**src/rtl/seg7_scan_if.sv**
```systemverilog
// ============================================================================
// Module  : seg7_scan_if
// Purpose : Pin-side bundle for the 7-segment scan decoder.
//           Carries the display inputs and the decoded frame outputs.
//           Optional decimal point under SEG7_DP_EN.
// Rev     : 1.0  initial release
// ============================================================================
`default_nettype none

interface seg7_scan_if;
    logic [6:0]  seg_in;
    logic [3:0]  ann_in;
    logic [15:0] value;
    logic [3:0]  digit_err;
    logic [3:0]  blank;
    logic        valid;
    logic        frame_done;
    logic        timeout;
`ifdef SEG7_DP_EN
    logic        dp_in;
    logic [3:0]  dp;

    modport master (output seg_in, ann_in, dp_in,
                    input  value, digit_err, blank, valid, frame_done, timeout, dp);
    modport slave  (input  seg_in, ann_in, dp_in,
                    output value, digit_err, blank, valid, frame_done, timeout, dp);
`else
    modport master (output seg_in, ann_in,
                    input  value, digit_err, blank, valid, frame_done, timeout);
    modport slave  (input  seg_in, ann_in,
                    output value, digit_err, blank, valid, frame_done, timeout);
`endif
endinterface

`default_nettype wire

```
**src/rtl/seg7_scan_decoder.sv**
```systemverilog
// ============================================================================
// Module  : seg7_scan_decoder
// Purpose : Samples multiplexed active-low 7-segment/anode pins, decodes each
//           stable digit to a nibble and publishes a 16-bit frame once all four
//           digits are seen. Optional decimal point capture: SEG7_DP_EN.
// Rev     : 1.0  initial release
// ============================================================================
`default_nettype none

module seg7_scan_decoder #(
    parameter int STABLE_CYCLES  = 4,
    parameter int TIMEOUT_CYCLES = 65535
) (
    input  wire logic  clk,
    input  wire logic  reset,
    seg7_scan_if.slave bus
);

`ifdef SEG7_DP_EN
    localparam int c_SAMPLE_W = 12;
`else
    localparam int c_SAMPLE_W = 11;
`endif
    localparam int                  c_CNT_W    = $clog2(STABLE_CYCLES + 1);
    localparam int                  c_TCNT_W   = $clog2(TIMEOUT_CYCLES + 1);
    localparam logic [c_CNT_W-1:0]  c_STABLE   = c_CNT_W'(STABLE_CYCLES);
    localparam logic [c_CNT_W-1:0]  c_CNT_ONE  = c_CNT_W'(1);
    localparam logic [c_TCNT_W-1:0] c_TMO      = c_TCNT_W'(TIMEOUT_CYCLES);
    localparam logic [c_TCNT_W-1:0] c_TMO_LAST = c_TCNT_W'(TIMEOUT_CYCLES - 1);

    typedef enum logic [1:0] {
        ST_IDLE   = 2'd0,
        ST_SETTLE = 2'd1,
        ST_HELD   = 2'd2
    } state_t;

    logic [c_SAMPLE_W-1:0] w_pins;
    logic [c_SAMPLE_W-1:0] r_s_q;
    logic [c_SAMPLE_W-1:0] r_s_prev;
    logic [3:0]            w_ann;
    logic [6:0]            w_seg;
    logic                  w_same;
    logic                  w_legal;
    logic [1:0]            w_sel;
    logic [3:0]            w_sel_oh;
    logic [3:0]            w_nib;
    logic                  w_err;
    logic                  w_blank;
    state_t                r_st;
    state_t                w_st_n;
    logic [c_CNT_W-1:0]    r_cnt;
    logic [c_CNT_W-1:0]    w_cnt_n;
    logic                  w_capture;
    logic [3:0]            r_seen;
    logic [c_TCNT_W-1:0]   r_tcnt;
    logic [15:0]           w_slot_nib;
    logic [3:0]            w_slot_err;
    logic [3:0]            w_slot_blank;
    logic [15:0]           r_value;
    logic [3:0]            r_digit_err;
    logic [3:0]            r_blank;
    logic                  r_valid;
    logic                  r_frame_done;
    logic                  r_timeout;

`ifdef SEG7_DP_EN
    logic [3:0]            w_slot_dp;
    logic [3:0]            r_dp;
    assign w_pins = {bus.dp_in, bus.seg_in, bus.ann_in};
`else
    assign w_pins = {bus.seg_in, bus.ann_in};
`endif

    // r_s_prev lets the FSM see whether the latest registered sample repeated
    always_ff @(posedge clk or posedge reset) begin
        if (reset) begin
            r_s_q    <= '0;
            r_s_prev <= '0;
        end else begin
            r_s_q    <= w_pins;
            r_s_prev <= r_s_q;
        end
    end

    assign w_ann    = r_s_q[3:0];
    assign w_seg    = r_s_q[10:4];
    assign w_same   = (r_s_q == r_s_prev);
    assign w_sel_oh = 4'b0001 << w_sel;

    always_comb begin
        w_legal = 1'b0;
        w_sel   = 2'd0;
        case (w_ann)
            4'b1110: begin w_legal = 1'b1; w_sel = 2'd0; end
            4'b1101: begin w_legal = 1'b1; w_sel = 2'd1; end
            4'b1011: begin w_legal = 1'b1; w_sel = 2'd2; end
            4'b0111: begin w_legal = 1'b1; w_sel = 2'd3; end
            default: begin w_legal = 1'b0; w_sel = 2'd0; end
        endcase
    end

    // B and D alias 8 and 0 on a 7-segment display, so they never appear here
    always_comb begin
        w_nib   = 4'h0;
        w_err   = 1'b0;
        w_blank = 1'b0;
        case (w_seg)
            7'b1000000: w_nib = 4'h0;
            7'b1111001: w_nib = 4'h1;
            7'b0100100: w_nib = 4'h2;
            7'b0110000: w_nib = 4'h3;
            7'b0011001: w_nib = 4'h4;
            7'b0010010: w_nib = 4'h5;
            7'b0000010: w_nib = 4'h6;
            7'b1111000: w_nib = 4'h7;
            7'b0000000: w_nib = 4'h8;
            7'b0010000: w_nib = 4'h9;
            7'b0001000: w_nib = 4'hA;
            7'b1000110: w_nib = 4'hC;
            7'b0000110: w_nib = 4'hE;
            7'b0001110: w_nib = 4'hF;
            7'b1111111: w_blank = 1'b1;
            default:    w_err = 1'b1;
        endcase
    end

    always_ff @(posedge clk or posedge reset) begin
        if (reset) begin
            r_st  <= ST_IDLE;
            r_cnt <= '0;
        end else begin
            r_st  <= w_st_n;
            r_cnt <= w_cnt_n;
        end
    end

    always_comb begin
        w_st_n    = r_st;
        w_cnt_n   = r_cnt;
        w_capture = 1'b0;
        case (r_st)
            ST_IDLE: begin
                if (w_legal) begin
                    w_st_n  = ST_SETTLE;
                    w_cnt_n = c_CNT_ONE;
                end
            end
            ST_SETTLE: begin
                if (!w_legal) begin
                    w_st_n = ST_IDLE;
                end else if (!w_same) begin
                    w_cnt_n = c_CNT_ONE;
                end else begin
                    w_cnt_n = r_cnt + c_CNT_ONE;
                end
            end
            ST_HELD: begin
                if (!w_same) begin
                    if (w_legal) begin
                        w_st_n  = ST_SETTLE;
                        w_cnt_n = c_CNT_ONE;
                    end else begin
                        w_st_n = ST_IDLE;
                    end
                end
            end
            default: w_st_n = ST_IDLE;
        endcase
        // A single check covers STABLE_CYCLES==1, where entry itself completes the count
        if (w_st_n == ST_SETTLE && w_cnt_n == c_STABLE) begin
            w_capture = 1'b1;
            w_st_n    = ST_HELD;
        end
    end

    for (genvar i = 0; i < 4; i++) begin : g_slot
        logic [3:0] r_nib;
        logic       r_err;
        logic       r_blk;
        always_ff @(posedge clk or posedge reset) begin
            if (reset) begin
                r_nib <= 4'h0;
                r_err <= 1'b0;
                r_blk <= 1'b0;
            end else if (w_capture && w_sel == 2'(i)) begin
                r_nib <= w_nib;
                r_err <= w_err;
                r_blk <= w_blank;
            end
        end
        assign w_slot_nib[4*i +: 4] = r_nib;
        assign w_slot_err[i]        = r_err;
        assign w_slot_blank[i]      = r_blk;
`ifdef SEG7_DP_EN
        logic r_dpl;
        always_ff @(posedge clk or posedge reset) begin
            if (reset) begin
                r_dpl <= 1'b0;
            end else if (w_capture && w_sel == 2'(i)) begin
                r_dpl <= ~r_s_q[11];
            end
        end
        assign w_slot_dp[i] = r_dpl;
`endif
    end

    // Publish copies the slots as they stood before this edge; a capture on the same edge starts the next frame
    always_ff @(posedge clk or posedge reset) begin
        if (reset) begin
            r_seen       <= 4'h0;
            r_tcnt       <= '0;
            r_value      <= 16'h0000;
            r_digit_err  <= 4'h0;
            r_blank      <= 4'h0;
            r_valid      <= 1'b0;
            r_frame_done <= 1'b0;
            r_timeout    <= 1'b0;
`ifdef SEG7_DP_EN
            r_dp         <= 4'h0;
`endif
        end else begin
            r_frame_done <= 1'b0;
            if (r_seen == 4'hF) begin
                r_value      <= w_slot_nib;
                r_digit_err  <= w_slot_err;
                r_blank      <= w_slot_blank;
                r_valid      <= 1'b1;
                r_frame_done <= 1'b1;
                r_timeout    <= 1'b0;
                r_tcnt       <= '0;
                r_seen       <= w_capture ? w_sel_oh : 4'h0;
`ifdef SEG7_DP_EN
                r_dp         <= w_slot_dp;
`endif
            end else begin
                if (w_capture) begin
                    r_seen <= r_seen | w_sel_oh;
                end
                if (r_tcnt != c_TMO) begin
                    r_tcnt <= r_tcnt + 1'b1;
                end
                if (r_tcnt == c_TMO_LAST) begin
                    r_valid   <= 1'b0;
                    r_timeout <= 1'b1;
                end
            end
        end
    end

    assign bus.value      = r_value;
    assign bus.digit_err  = r_digit_err;
    assign bus.blank      = r_blank;
    assign bus.valid      = r_valid;
    assign bus.frame_done = r_frame_done;
    assign bus.timeout    = r_timeout;
`ifdef SEG7_DP_EN
    assign bus.dp         = r_dp;
`endif

endmodule

`default_nettype wire

```
**src/flat_wrapper.sv**
```systemverilog
// flat-port wrapper written by rule: the top's interface ports become plain ports
module seg7_scan_decoder_flat 
#(
    parameter int STABLE_CYCLES  = 4,
    parameter int TIMEOUT_CYCLES = 65535
)
  (clk, reset, bus_seg_in, bus_ann_in, bus_value, bus_digit_err, bus_blank, bus_valid, bus_frame_done, bus_timeout);
  seg7_scan_if bus_i ();
  input  wire logic clk;
  input  wire logic reset;
  input wire logic [$bits(bus_i.seg_in)-1:0] bus_seg_in;
  input wire logic [$bits(bus_i.ann_in)-1:0] bus_ann_in;
  output wire logic [$bits(bus_i.value)-1:0] bus_value;
  output wire logic [$bits(bus_i.digit_err)-1:0] bus_digit_err;
  output wire logic [$bits(bus_i.blank)-1:0] bus_blank;
  output wire logic [$bits(bus_i.valid)-1:0] bus_valid;
  output wire logic [$bits(bus_i.frame_done)-1:0] bus_frame_done;
  output wire logic [$bits(bus_i.timeout)-1:0] bus_timeout;
  assign bus_i.seg_in = bus_seg_in;
  assign bus_i.ann_in = bus_ann_in;
  assign bus_value = bus_i.value;
  assign bus_digit_err = bus_i.digit_err;
  assign bus_blank = bus_i.blank;
  assign bus_valid = bus_i.valid;
  assign bus_frame_done = bus_i.frame_done;
  assign bus_timeout = bus_i.timeout;
  seg7_scan_decoder #(.STABLE_CYCLES(STABLE_CYCLES), .TIMEOUT_CYCLES(TIMEOUT_CYCLES)) u_core (.clk(clk), .reset(reset), .bus(bus_i));
endmodule
```
**config.mk**
```make
export PLATFORM = sky130hd
export DESIGN_NAME = seg7_scan_decoder_flat
export DESIGN_NICKNAME = d
export VERILOG_FILES = /design/src/rtl/seg7_scan_if.sv /design/src/rtl/seg7_scan_decoder.sv /design/src/flat_wrapper.sv
export SDC_FILE = /design/constraint.sdc
export NUM_CORES = 1
export LEC_CHECK = 0
export BUFFER_PORTS_ARGS = -buffer_cell sky130_fd_sc_hd__buf_2
export CORE_ASPECT_RATIO = 2
export CORE_MARGIN = 2
export CORE_UTILIZATION = 55
export CTS_BUF_LIST = sky130_fd_sc_hd__clkbuf_8
export CTS_CLUSTER_DIAMETER = 200
export DETAILED_ROUTE_END_ITERATION = 6
export PLACE_DENSITY = 0.75
export SLEW_MARGIN = 30
export SYNTH_ARGS = -nofsm -noshare
export SYNTH_HDL_FRONTEND = slang
export SYNTH_SLANG_ARGS = --single-unit
```
**constraint.sdc**
```tcl
create_clock -name clk -period 4.15 [get_ports clk]
set_input_delay 0.2075 -clock clk [delete_from_list [all_inputs] [get_ports clk]]
set_output_delay 0.2075 -clock clk [all_outputs]
set_load 0.03 [all_outputs]
```
==> impl_metrics.toml <==
[run_status]
outcome = "completed"

[logic_synthesis]
ys_ff_latch = 98
synth_compound_area_share_pct = 6.89
synthArstFlopShare_pct = 100
syn-num-nets = 421
yosysUniqueCellTypes = 49
ys_seq_area_share_pct = 57.3
yosys.area_share.simple_pct = 20.9
yosysTopAreaCell = "dfrtp_1"
synth-edff-count = 0
synth_adder_area_share_pct = 0.876
synth.mux.area_fraction_pct = 6.31
avgSynthCellArea_um2 = 10.6
netlist_area_mm2 = 0.00428
yosysTopAreaCellShare_pct = 57.3
ys.warnings.count = 0
synth_area_leaders = "dfrtp_1, nand2_1, mux2_2"
synth_xor_area_share_pct = 4.91
postSynthCellCount = 405
synthFlopType = "dfrtp_1"
synth_top_family_by_area = "simple AND/OR/NAND/NOR gates"

[finish]
antenna_cells = 0
layout_common_cells = "dfrtp_1, nand2_1, buf_2, mux2_2, nor2_1"
areaGrowthSynthToFinish_pct = 12.7
drive_above_1_share_pct = 19.1
layout_commonest_cell = "dfrtp_1"
final_nets = 464
fin_util_pct = 64.0
fillers = 628

[run]
drv_cap = 0

[worst_setup_path]
ff2ff_path_depth = 6
r2r_slack_ns = 1.78
cp_top_family = "simple AND/OR/NAND/NOR gates"
r2r-end = "u_core.g_slot[1].r_nib[3]"
cp-start-kind = "flip-flop"
worst-setup-path-type = "reg2reg"
crit_arrival_ns = 2.62
max_stage_delay_ns = 0.43
critPathCaptureType = "flip-flop"
cp.required_ns = 4.40
r2r_start = "u_core.r_cnt[0]"
cp_num_cells = 6
critPathSlowestCell = "dfrtp_1"
path_cells = "ha_1 -> nand3b_1 -> o21ba_2 -> nor4b_4 -> and3_1 -> mux2_2"
path_buf_inv = 0
cp_max_fo = 7

[clock_network]
cts_resized = 0
htree_levels = 3
cts_buffers = 9
path_clk_slew_ns = 0.09
cts.path.max_buffers = 2
cts_num_sinks = 98
cts-root-buf = "clkbuf_8"
cts_tree = "done"
clock_latency_ns = 0.36

[timing]
skew_ns = 0.0119
slew_viol_final = 0
fmax_ghz = 0.422
fin_crit_ns = 2.37
rsz0062_at_grt = "no"
slew_headroom_pct = 51.1
tightest_slew_ns = 0.733
hold_violations = 0
period_share_pct = 57.1
setup_viol = 0
setup_tns_ns = 0

[drt]
num_vias = 3044
drc_errors = 0
wl_per_cell_um = 15.0
dr.pass1.iters = 4
final_antenna_net_count = 0
drt_iter0_markers = 204
viasPerCell = 5.59
routed_wl_um = 8200

[power]
leakage_nw = 2.41
ir_worst_vdd_mv = 0.264
p_per_area_mw_per_mm2 = 339

[global_routing]
grt_pass1_wl_um = 13800
overflow = 0
antenna_found_initial = 0
grt_util_all_layers_pct = 21.5
grt_max_degree = 62
grt_pass1_vias = 3020

[floorplanning]
boundaryPins = 40
rows = 45
dieArea_mm2 = 0.00855
initial_utilization_pct = 56.8
core_mm2 = 0.00754
die_y_um = 129
fp.dieW_um = 66.4

[min_path]
whs_path_depth = 2
hold_class = "reg2reg"
holdPathEnd = "u_core.bus.value[3]"
holdCritStartpoint = "u_core.g_slot[0].r_nib[3]"

[placement]
routabilityCongestion = 0.867
portBuffers = 39
place_hpwl_um = 5870
## cells in the mapped netlist, drive strengths merged (2+ instances only)
master,instances
dfrtp,98
nand2,95
mux2,24
nor2,23
xnor2,17
nand3,14
clkbuf,12
nor3,11
a21oi,10
nand4,10
buf,9
inv,7
xor2,7
nor2b,5
o211ai,5
o21ai,5
and4,4
a21o,3
ha,3
nand4b,3
nor3b,3
nor4,3
o2111ai,3
or3,3
a211oi,2
and2,2
nand2b,2
nor4b,2
o311ai,2
o41ai,2
or4,2
## power breakdown
part	leakage [nW]	internal (mW)	switching [mW]
Clock	0.0890	0.272	0.309
Combinational	1.02	0.0301	0.0398
Sequential	1.30	0.966	0.0207
## sequential cells by signal (all words and copies together) (netlist names)
name	flops
u_core.bus.value	16
u_core.g_slot.r_nib	16
u_core.r_tcnt	16
u_core.r_s_prev	11
u_core.r_s_q	11
u_core.bus.blank	4
u_core.bus.digit_err	4
u_core.g_slot.r_blk	4
u_core.g_slot.r_err	4
u_core.r_seen	4
u_core.r_cnt	3
u_core.r_st	2
u_core.bus.frame_done	1
u_core.bus.timeout	1
u_core.bus.valid	1
## how the worst max path moves through the flow
stage	startpoint	endpoint	slack, ns
2_1_floorplan	reset	u_core.bus.blank[0]	1.38
3_3_place_gp	u_core.r_cnt[0]	u_core.g_slot[1].r_nib[3]	1.85
3_5_place_dp	u_core.r_cnt[0]	u_core.g_slot[1].r_err	1.77
4_1_cts	u_core.r_cnt[0]	u_core.g_slot[1].r_nib[3]	1.77
5_1_grt	u_core.r_cnt[0]	u_core.g_slot[1].r_nib[3]	1.65
6_report	u_core.r_cnt[0]	u_core.g_slot[1].r_nib[3]	1.78
## cells by family (layout without fill, tap and decap cells)
| family | count (synthesis) | in the layout |
|---|---|---|
| xor+xnor | 24 | 24 |
| compound gates | 41 | 41 |
| fa+ha+maj | 3 | 3 |
| mux | 24 | 24 |
| buf+inv | 29 | 75 |
| simple gates | 186 | 186 |
| flops | 98 | 98 |
## worst reg2reg max path: cells and delay by family, from the launching register on
kind,cells,cell delay [ns]
multiplexers,1,0.38
flip-flops,1,0.43
adder cells (fa/ha/maj),1,0.33
AND/OR/NAND/NOR,3,0.86
AO/OA/AOI/OAI,1,0.26
## through the flow
step,total power [mW],cell area (um2),hold slack [ns],instances,worst slack (ns)
finish,1.64,4830,0.466,545,1.78
global route,1.71,4830,0.466,545,1.65
CTS,1.66,4830,0.464,545,1.77
detailed placement,1.07,4520,0.317,519,1.77
global placement,1.07,4520,0.315,519,1.85
floorplan,1.05,4280,0.239,405,1.38
## what timing repair did
action	CTS	global route
setup buffers	0	0
hold endpoints to repair	58	0
hold buffers	12	0
## metal layers
metal,GRT usage (%),routed length [um]
met1,23.5,3090
met2,39.5,4790
met3,3.41,181
met4,9.36,136
met5,0,0
## cell type report
cell class	instances	area [um2]	share of cell area, %
Sequential cell	98	2450	50.8
Multi-Input combinational cell	278	1710	35.4
Timing Repair Buffer	53	330	6.84
Clock buffer	9	124	2.57
Tap cell	94	118	2.44
Clock inverter	5	57.6	1.19
Inverter	8	33.8	0.700
Power figures use the tool's default switching activity.
